==> src/rtl/fetch_unit.sv <==
// fetch_unit: PC + one-cycle memory fetch into a small {pc, word} FIFO with redirect flush.
// Optional FETCH_MISALIGN_CHECK_EN: misaligned redirects halt fetch and raise sticky misaligned.
module fetch_unit #(
  parameter logic [31:0] RESET_PC  = 32'h0000_0000,
  parameter int          BUF_DEPTH = 2
) (
  input  logic        clk,
  input  logic        rst_n,
  output logic [31:0] imem_addr,
  input  logic [31:0] imem_data,
  input  logic        redirect_valid,
  input  logic [31:0] redirect_pc,
  output logic        instr_valid,
  input  logic        instr_ready,
  output logic [31:0] instr_data,
  output logic [31:0] instr_pc,
  output logic        misaligned
);
  localparam int AW = $clog2(BUF_DEPTH);
  localparam logic [AW+1:0] DEPTH = (AW+2)'(BUF_DEPTH);
  logic [31:0] pc_q, inflight_pc_q;
  logic inflight_q, halted, pop, push, issue;
  logic [AW-1:0] rd_ptr, wr_ptr;
  logic [AW:0] count;
  logic [AW+1:0] occ;
  logic [31:0] buf_pc [BUF_DEPTH];
  logic [31:0] buf_data [BUF_DEPTH];
  logic [31:0] pc_mask;
`ifdef FETCH_MISALIGN_CHECK_EN
  logic flag_q;
  always_ff @(posedge clk or negedge rst_n)
    if (!rst_n) flag_q <= 1'b0;
    else if (redirect_valid) flag_q <= |redirect_pc[1:0];
  assign halted     = flag_q;
  assign misaligned = flag_q;
  assign pc_mask    = 32'hFFFF_FFFF;
`else
  assign halted     = 1'b0;
  assign misaligned = 1'b0;
  assign pc_mask    = 32'hFFFF_FFFC;
`endif
  assign imem_addr   = pc_q;
  assign instr_valid = count != '0;
  assign instr_data  = buf_data[rd_ptr];
  assign instr_pc    = buf_pc[rd_ptr];
  assign pop         = instr_valid & instr_ready;
  assign push        = inflight_q & !redirect_valid;
  // Occupancy counts the word still in flight so a slot is always reserved for it.
  assign occ         = (AW+2)'(count) + (AW+2)'(inflight_q) - (AW+2)'(pop);
  assign issue       = !redirect_valid & !halted & (occ < DEPTH);
  always_ff @(posedge clk or negedge rst_n)
    if (!rst_n) begin
      pc_q          <= RESET_PC;
      inflight_q    <= 1'b0;
      inflight_pc_q <= '0;
      rd_ptr        <= '0;
      wr_ptr        <= '0;
      count         <= '0;
      for (int i = 0; i < BUF_DEPTH; i++) begin
        buf_pc[i]   <= '0;
        buf_data[i] <= '0;
      end
    end else if (redirect_valid) begin
      pc_q       <= redirect_pc & pc_mask;
      inflight_q <= 1'b0;
      rd_ptr     <= '0;
      wr_ptr     <= '0;
      count      <= '0;
    end else begin
      if (issue) begin
        pc_q          <= pc_q + 32'd4;
        inflight_pc_q <= pc_q;
      end
      inflight_q <= issue;
      if (push) begin
        buf_pc[wr_ptr]   <= inflight_pc_q;
        buf_data[wr_ptr] <= imem_data;
        wr_ptr           <= wr_ptr + 1'b1;
      end
      if (pop) rd_ptr <= rd_ptr + 1'b1;
      count <= count + (AW+1)'(push) - (AW+1)'(pop);
    end
endmodule

==> config.mk <==
export PLATFORM = sky130hd
export DESIGN_NAME = fetch_unit
export DESIGN_NICKNAME = d
export VERILOG_FILES = /design/src/rtl/fetch_unit.sv
export SDC_FILE = /design/constraint.sdc
export NUM_CORES = 1
export LEC_CHECK = 0
export BUFFER_PORTS_ARGS = -buffer_cell sky130_fd_sc_hd__buf_2
export CORE_MARGIN = 2
export CORE_UTILIZATION = 50
export DETAILED_ROUTE_END_ITERATION = 8
export PLACE_DENSITY = 0.72
export SETUP_SLACK_MARGIN = 0.3
export SKIP_CTS_REPAIR_TIMING = 1
export SLEW_MARGIN = 20
export SYNTH_ARGS = -nofsm -noshare
export SYNTH_HDL_FRONTEND = slang
export SYNTH_SLANG_ARGS = --single-unit
==> constraint.sdc <==
create_clock -name clk -period 3.5 [get_ports clk]
set_input_delay 0.525 -clock clk [delete_from_list [all_inputs] [get_ports clk]]
set_output_delay 0.525 -clock clk [all_outputs]
set_load 0.005 [all_outputs]
# Word level (Yosys, flattened, before mapping)
# Cells that the tools add are included.
# totals
reg_bits	197
inputBits	68
output_inout_bits	98
elab_cells	53
# classes
addsub	7
magnitude_cmp	4
muxes	18
n_bitwise	6
reduce_logical	8
# ops
cell	count
32-bit 2-to-1 mux	9
64-bit bitwise mux	2
32-bit by 3-bit adder with 32-bit output, second input constant	1
32-bit demux with 1-bit select	1
2-bit nonzero test	4
1-bit 2-to-1 mux	5
2-bit greater-or-equal comparator, second input constant	2
1-bit NOT with 2-bit output	2
2-bit AND reduction	2
2-bit by 1-bit adder with 3-bit output	1
1-bit AND	3
3-bit by 2-bit less-than comparator with 1-bit output, second input constant	1
3-bit by 1-bit subtractor with 3-bit output	1
1-bit adder, second input constant	2
2-bit by 1-bit adder with 2-bit output	1
2-bit by 1-bit less-than comparator with 1-bit output, second input constant	1
2-bit 2-to-1 mux	1
2-bit by 1-bit subtractor with 2-bit output	1
1-bit logical AND	1
1-bit logical NOT	1
1-bit NOT	1

# Depth between registers and ports, before layout
# Gate-level depths: netlist of the first run.
# logic_depth
depth_word	7
depth_mapped	12
depth_no_buf	10

# Worst setup path before layout of the first run
# Ideal clock, no wire load.
# synth_path
kind	flip-flop to flip-flop
from	reg count[1]
to	reg pc_q[22] (netlist: imem_addr[22])
setup_ns	0.082
arrival_ns	3.241
required_ns	3.418
path_slack_ns	0.177
stages_incl_launch_ff	12
n_path_buf	1
synth_period_minus_slack_ns	3.323
path_cell_list	dfrtp_1 > or2_2 > and2_1 > ha_1 > inv_1 > nand2_1 > fa_1 > xor2_1 > or4_4 > buf_6 > or4_1 > a31oi_1
# synth_between
elab_chain_cells	6
word_cells_on_any_way	7
classes_between	add/sub: 2; order compare: 1; bitwise: 2; reduce/logical: 2
# synth_rtl
element	line	rtl
start, declared	24	logic [AW:0] count;
start signal, assigned	81	count <= count + (AW+1)'(push) - (AW+1)'(pop);
2-bit nonzero test	43	assign instr_valid = count != '0;
net instr_valid	13	output logic instr_valid,
1-bit AND	46	assign pop = instr_valid & instr_ready;
3-bit by 1-bit subtractor with 3-bit output	49	assign occ = (AW+2)'(count) + (AW+2)'(inflight_q) - (AW+2)'(pop);
3-bit by 2-bit less-than comparator with 1-bit output	50	assign issue = !redirect_valid & !halted & (occ < DEPTH);
1-bit AND	50	
2-bit nonzero test (no line)	n/a	
end signal, assigned	64	pc_q <= redirect_pc & pc_mask;
end signal, assigned	71	pc_q <= pc_q + 32'd4;
end, declared	21	logic [31:0] pc_q, inflight_pc_q;
# The timed path passes the listed nets, and every way through them passes these cells.
# A chain may end at the register's enable or synchronous reset.

# Worst setup path in the final report of the first run
# layout_path
from	reg count[0]
to	reg pc_q[19] (netlist: imem_addr[19])
# layout_between
elab_chain_cells	6
word_cells_on_any_way	7
classes_between	add/sub: 2; order compare: 1; bitwise: 2; reduce/logical: 2
# layout_rtl
element	line
parallel branches: the longest is 2 deep, another holds 2-bit by 1-bit adder with 3-bit output	n/a
3-bit by 1-bit subtractor with 3-bit output *	49
3-bit by 2-bit less-than comparator with 1-bit output *	50
1-bit AND *	50
2-bit nonzero test (no line) *	n/a
# Every way passes the cells marked *.

==> metrics.csv, run 1 <==
metric;value;unit
Mean Syn Cell Area;13.35;sq um
Final Util;62.04;%
post-synthesis cell type count;36;
clock-pin slew on the worst setup and hold paths;0.07;ns
ys flop type;dfrtp_1;
Total Routing Usage GR;21.28;%
final antenna-violating net count;0;
CTS Buf Count;17;
drt wl/cell;18.74;um
drt pass-1 iters;4;
flop2flop setup slack;0.26;ns
sequential area share after synthesis;56.05;%
RSZ-0062 raised after global routing;true;
GRT overflow;0;
H-tree depth;4;
core area;16520;sq um
Ports;166;
Cells after DPL;983;
Skew-Pair Late Insertion Delay;0.42;ns
nets@finish;864;
Worst R2R End;imem_addr[19];
CP startpoint kind;flip-flop;
P&R area growth vs syn;21.49;%
Starting Density;51.06;%
TNS Setup;0;ns
fmax;0.3083;GHz
fin cells;1023;
maximum vdd ir drop;0.0005836;V
min cycle time layout;3.243;ns
Hold Violations, Final;0;
CTS tree;built;
Final Cycle Share;92.66;%
fin worst setup slack;0.2569;ns
Clock Sinks;189;
Via density;5.616;
CTS root buf;clkbuf_16;
DR DRC count;0;
CP Class;flip-flop to flip-flop;
Critical Path RT;3.84;ns
Max-Cap Viols;0;
Ant. Diodes;0;
status;finished, final reports clean;
largest net degree at the start of global routing;112;
Die Wd;133.9;um
initial antenna violation count;0;
headroom to the max-slew limit;40.53;%
worst min path class;input pin to async pin;
Yosys top cell by area;dfrtp_1;
pre-CTS setup slack;0.2455;ns
routability congestion estimate;0.7934;
Setup Skew;0.006042;ns
Synth Warn #;0;
vias in the first global route;5960;
row count;47;
DR vias;5745;
die area;17930;sq um
Syn Inst Count;632;
deepest clock path buffer count;2;
post-synth top area share;56.05;%
first-pass GRT wire length;29.90;mm
CP max FO;6;
worst hold slack;0.2115;ns
final-report setup violation count;0;
synthesis-stage register bit count;189;
PortBufs;158;
ranking of synthesized cells by area;dfrtp_1, mux2_2, or4_1;
asr flop ratio synth;100.0;%
Worst Setup End Kind;flip-flop;
drt total wl;19.17;mm
die height;133.9;um
initial drt markers;264;
Tightest Pin Transition;0.8920;ns
Max Slew Vio Count;0;
Reg2Reg Depth;11;
cell area power density;856.8;nW/um^2
number of synthesized flops with an enable pin;0;
P_leak;0.004542;uW
layout cells sized above 1;54.67;%
post-DP HPWL;12.42;mm
R2R Path Start;count[0];
synthesized area;8438;sq um
CP arrival;3.59;ns
## worst max path at each step
stage | cells after the start | start | end
after CTS | 10 | count[0] | imem_addr[18]
after global routing | 11 | count[0] | imem_addr[19]
after global placement | 10 | instr_ready | imem_addr[31]
after floorplan | 11 | count[1] | imem_addr[22]
after detailed placement | 10 | count[0] | imem_addr[18]
final | 11 | count[0] | imem_addr[19]
## cell usage after synthesis, drive strengths merged, types with 2 or more instances
| cell type | instances |
|---|---|
| ha | 4 |
| nand4 | 5 |
| nor2 | 21 |
| xor2 | 2 |
| nor3 | 2 |
| or3 | 4 |
| clkbuf | 32 |
| and3 | 2 |
| dfrtp | 189 |
| o31a | 2 |
| buf | 10 |
| nand2 | 30 |
| inv | 9 |
| mux2 | 213 |
| o211ai | 4 |
| o31ai | 13 |
| xnor2 | 10 |
| or4 | 21 |
| and4 | 2 |
| nand3 | 13 |
| o21ai | 15 |
| nor2b | 3 |
| a31oi | 17 |
## worst max-delay path, cell delays in order, from the launching register on
cell and delay (ns):
dfrtp_1 0.38, or2_4 0.25, and2_4 0.17, ha_4 0.22, inv_4 0.05, nand2_2 0.05
fa_2 0.60, nand3_4 0.10, buf_4 0.17, or4_4 0.59, or4_1 0.42, a31oi_1 0.17
## logic make-up after synthesis
logic type	Yosys count	share of synthesized area, %
AO/OA/AOI/OAI	51	3.870
XOR/XNOR	12	1.246
adder cells (fa/ha/maj)	5	0.8304
buffers and inverters	51	2.610
flip-flops	189	56.05
multiplexers	214	28.54
other	1	0.04444
AND/OR/NAND/NOR	109	6.806
## layer usage
layer,wire [um],global-route usage (%),vias up,share of wire [%]
met4,528,8.983,0,2.8
li1,-,-,2606,-
met5,0,0,-,0
met2,9665,36.04,197,50
met3,882,3.893,40,4.6
met1,8092,26.99,2902,42
## layout make-up
| class | instances | area, sq um |
|---|---|---|
| clock buffer | 21 | 460.4 |
| clock inverter | 10 | 115.1 |
| inverter | 9 | 36.28 |
| tap | 220 | 275.3 |
| timing repair buffer | 174 | 994.7 |
| sequential | 189 | 4732 |
| multi-input combinational | 400 | 3637 |
| fill | 1337 | 6274 |
## report_power, final
part | internal [uW] | leakage (uW) | switching (uW)
Clock | 1090 | 0.000275 | 789
Sequential | 3140 | 0.00226 | 578
Combinational | 1910 | 0.00201 | 1280
Total | 6140 | 0.00454 | 2650
## cells in the final DEF, fill, tap and decap left out, types with 6 or more instances in the layout
| master | count |
|---|---|
| nand3_1 | 11 |
| o21ai_0 | 15 |
| mux2_2 | 213 |
| buf_12 | 6 |
| or4_4 | 8 |
| dfrtp_1 | 187 |
| xnor2_1 | 10 |
| o31ai_1 | 13 |
| a31oi_1 | 16 |
| buf_2 | 157 |
| nand2_1 | 27 |
| buf_4 | 10 |
| clkbuf_16 | 17 |
| or4_1 | 17 |
| inv_1 | 8 |
| nor2_1 | 21 |
## sequential cells by signal, summed over array words and instances (netlist names)
name / flops
wr_ptr: 1
buf_data: 64
imem_addr: 30
inflight_pc_q: 30
inflight_q: 1
count: 2
rd_ptr: 1
buf_pc: 60
## metrics by stage
step	power, uW	cell area, sq um
after floorplan	5660	8506
after global placement	6694	9562
after detailed placement	6899	9562
after CTS	8795	10140
after global routing	9346	10250
final	8783	10250
Note: power is estimated with default switching activity, not from simulation.
==> run 2: changes to the inputs <==
--- a/config.mk
+++ b/config.mk
@@ -9,7 +9,7 @@
 export CORE_MARGIN = 2
 export CORE_UTILIZATION = 50
 export DETAILED_ROUTE_END_ITERATION = 8
-export PLACE_DENSITY = 0.72
+export PLACE_DENSITY = 0.86
 export SETUP_SLACK_MARGIN = 0.3
 export SKIP_CTS_REPAIR_TIMING = 1
 export SLEW_MARGIN = 20
==> metrics.csv, run 2 (synthesis gave the netlist of run 1 again) <==
metric;value;unit;change
status;finished, final reports clean;;unchanged
leading registers by flop count;buf_data (64), buf_pc (60);;unchanged
critical path depth;11;;unchanged
Worst Setup End Kind;flip-flop;;unchanged
maximum vdd ir drop;0.0004365;V;was 0.0005836 V
drt wl/cell;18.14;um;was 18.74 um
worst min path class;input pin to async pin;;unchanged
Ports;166;;unchanged
Via density;5.523;;was 5.616
post-DP HPWL;11.92;mm;was 12.42 mm
Cells after DPL;982;;was 983
gr busiest metal;met2;;unchanged
largest net degree at the start of global routing;90;;was 112
cell area power density;852.4;nW/um^2;was 856.8 nW/um^2
CP startpoint kind;flip-flop;;unchanged
Tightest Pin Transition;0.7291;ns;was 0.8920 ns
Ant. Diodes;0;;unchanged
vias in the first global route;5706;;was 5,960
Critical Path, Cell by Cell;or2_4, and2_4, ha_4, inv_2, nand2_2, fa_2, nand3_4, or4_4, buf_6, or4_4, a31oi_1;;was or2_4, and2_4, ha_4, inv_4, nand2_2, fa_2, nand3_4, buf_4, or4_4, or4_1, a31oi_1
fmax;0.3050;GHz;was 0.3083 GHz
Hold Violations, Final;0;;unchanged
Starting Density;51.06;%;unchanged
fin cells;1026;;was 1,023
P&R area growth vs syn;21.57;%;was 21.49%
Die Wd;133.9;um;unchanged
first-pass GRT wire length;28.97;mm;was 29.90 mm
Fillers;1278;;was 1,337
Setup Skew;0.007858;ns;was 0.006042 ns
H-tree depth;4;;unchanged
initial antenna violation count;0;;unchanged
GR Util met1;27.30;%;was 26.99%
Slowest-stage cell, CP;or4_4;;was fa_2
Critical Path RT;3.84;ns;about the same
CP Buf/Inv Count;2;;unchanged
DR DRC count;0;;unchanged
nets@finish;866;;was 864
CTS tree;built;;unchanged
global routing usage on met3;4.686;%;was 3.893%
max FFs per register;64;;unchanged
core area;16520;sq um;unchanged
CTS Buf Count;17;;unchanged
PortBufs;158;;unchanged
fin area;10260;sq um;was 10,250 sq um
final antenna-violating net count;0;;unchanged
die height;133.9;um;unchanged
commonest non-fill, non-tap cell in the layout;mux2_2;;unchanged
CTS root buf;clkbuf_16;;unchanged
final-report setup violation count;0;;unchanged
met2 Track Usage GR;32.91;%;was 36.04%
TNS Setup;0;ns;unchanged
critical path's most frequent cell;or4_4;;
Critical Path Max Stage Delay;0.63;ns;was 0.60 ns
RSZ-0062 raised after global routing;true;;unchanged
deepest clock path buffer count;2;;unchanged
initial drt markers;404;;was 264
Max Slew Vio Count;0;;unchanged
most frequent cells in the layout;mux2_2, dfrtp_1, buf_2, nand2_1, nor2_1;;unchanged
Final Util;62.08;%;was 62.04%
routability congestion estimate;0.7959;;was 0.7934
clock-pin slew on the worst setup and hold paths;0.07;ns;about the same
GRT overflow;0;;unchanged
drt total wl;18.61;mm;was 19.17 mm
Final Cycle Share;93.67;%;was 92.66%
dpl cell area;9529;sq um;was 9562 sq um
row count;47;;unchanged
Skew-Pair Late Insertion Delay;0.43;ns;was 0.42 ns
layout cells sized above 1;54.84;%;was 54.67%
DR vias;5667;;was 5,745
Clock Sinks;189;;unchanged
min cycle time layout;3.278;ns;was 3.243 ns
Reg2Reg Depth;11;;unchanged
CP max FO;5;;was 6
headroom to the max-slew limit;51.40;%;was 40.53%
Total Routing Usage GR;20.48;%;was 21.28%
CP Class;flip-flop to flip-flop;;unchanged
Max-Cap Viols;0;;unchanged
Reg with most FFs;buf_data;;unchanged
die area;17930;sq um;unchanged
Worst path top cell family by delay;simple AND/OR/NAND/NOR gates;;unchanged
drt pass-1 iters;4;;unchanged
P_leak;0.004563;uW;was 0.004542 uW
CP arrival;3.62;ns;was 3.59 ns
[run 2: cell count changes in the layout (fill, tap and decap cells not counted), moves of 2 or more]
cell        previous run  this run
buf_4                 10        13
buf_12                 6         4
buf_6                  0         2
clkbuf_8               3         5
clkinv_4               1         3
clkinvlp_4             3         1
[run 2: path summary, 6_finish.rpt]
kind	from	endpoint	slack, ns
max	count[0]	imem_addr[19]	0.22
min	rst_n	buf_data[1]	0.14
max reg2reg	count[0]	imem_addr[19]	0.22
min reg2reg	buf_pc[63]	buf_pc[63]	0.50
max in group asynchronous	rst_n	buf_pc[42]	2.54
min in group clk	redirect_pc[2]	imem_addr[2]	0.30
[run 2: stage by stage]
| stage | hold slack (ns) | setup slack, ns | power [uW] |
|---|---|---|---|
| finish | 0.1434 | 0.2216 | 8744 |
| global route | 0.1884 | 0.1329 | 9277 |
| CTS | 0.1720 | 0.2384 | 8722 |
| detailed placement | 0.4870 | 0.2550 | 6832 |
| global placement | 0.4810 | 0.3428 | 6687 |
| floorplan | 0.2294 | 0.3632 | 5660 |
[run 2: layout make-up]
cell class              count  area [sq um]  area share [%]
clock buffers              24         491.7           4.793
clock inverters             8         82.58          0.8050
multi-input cells         399          3643           35.52
flip-flops and latches    189          4732           46.13
well taps                 220         275.3           2.683
inverters                   9         33.78          0.3293
repair buffers            177         999.7           9.745
[run 2: power by group]
part	leakage (uW)	switching, uW	internal, uW
clock	0.000281	811	1060
combinational	0.00202	1240	1910
sequential	0.00226	584	3140
total	0.00456	2640	6110
[run 2: per-layer routing]
layer | routed length, um | part of all wire (%) | up-vias
li1 | - | - | 2614
met1 | 8265 | 44 | 2834
met2 | 8865 | 48 | 182
met3 | 1006 | 5.4 | 37
met4 | 469 | 2.5 | 0
met5 | 0 | 0 | -
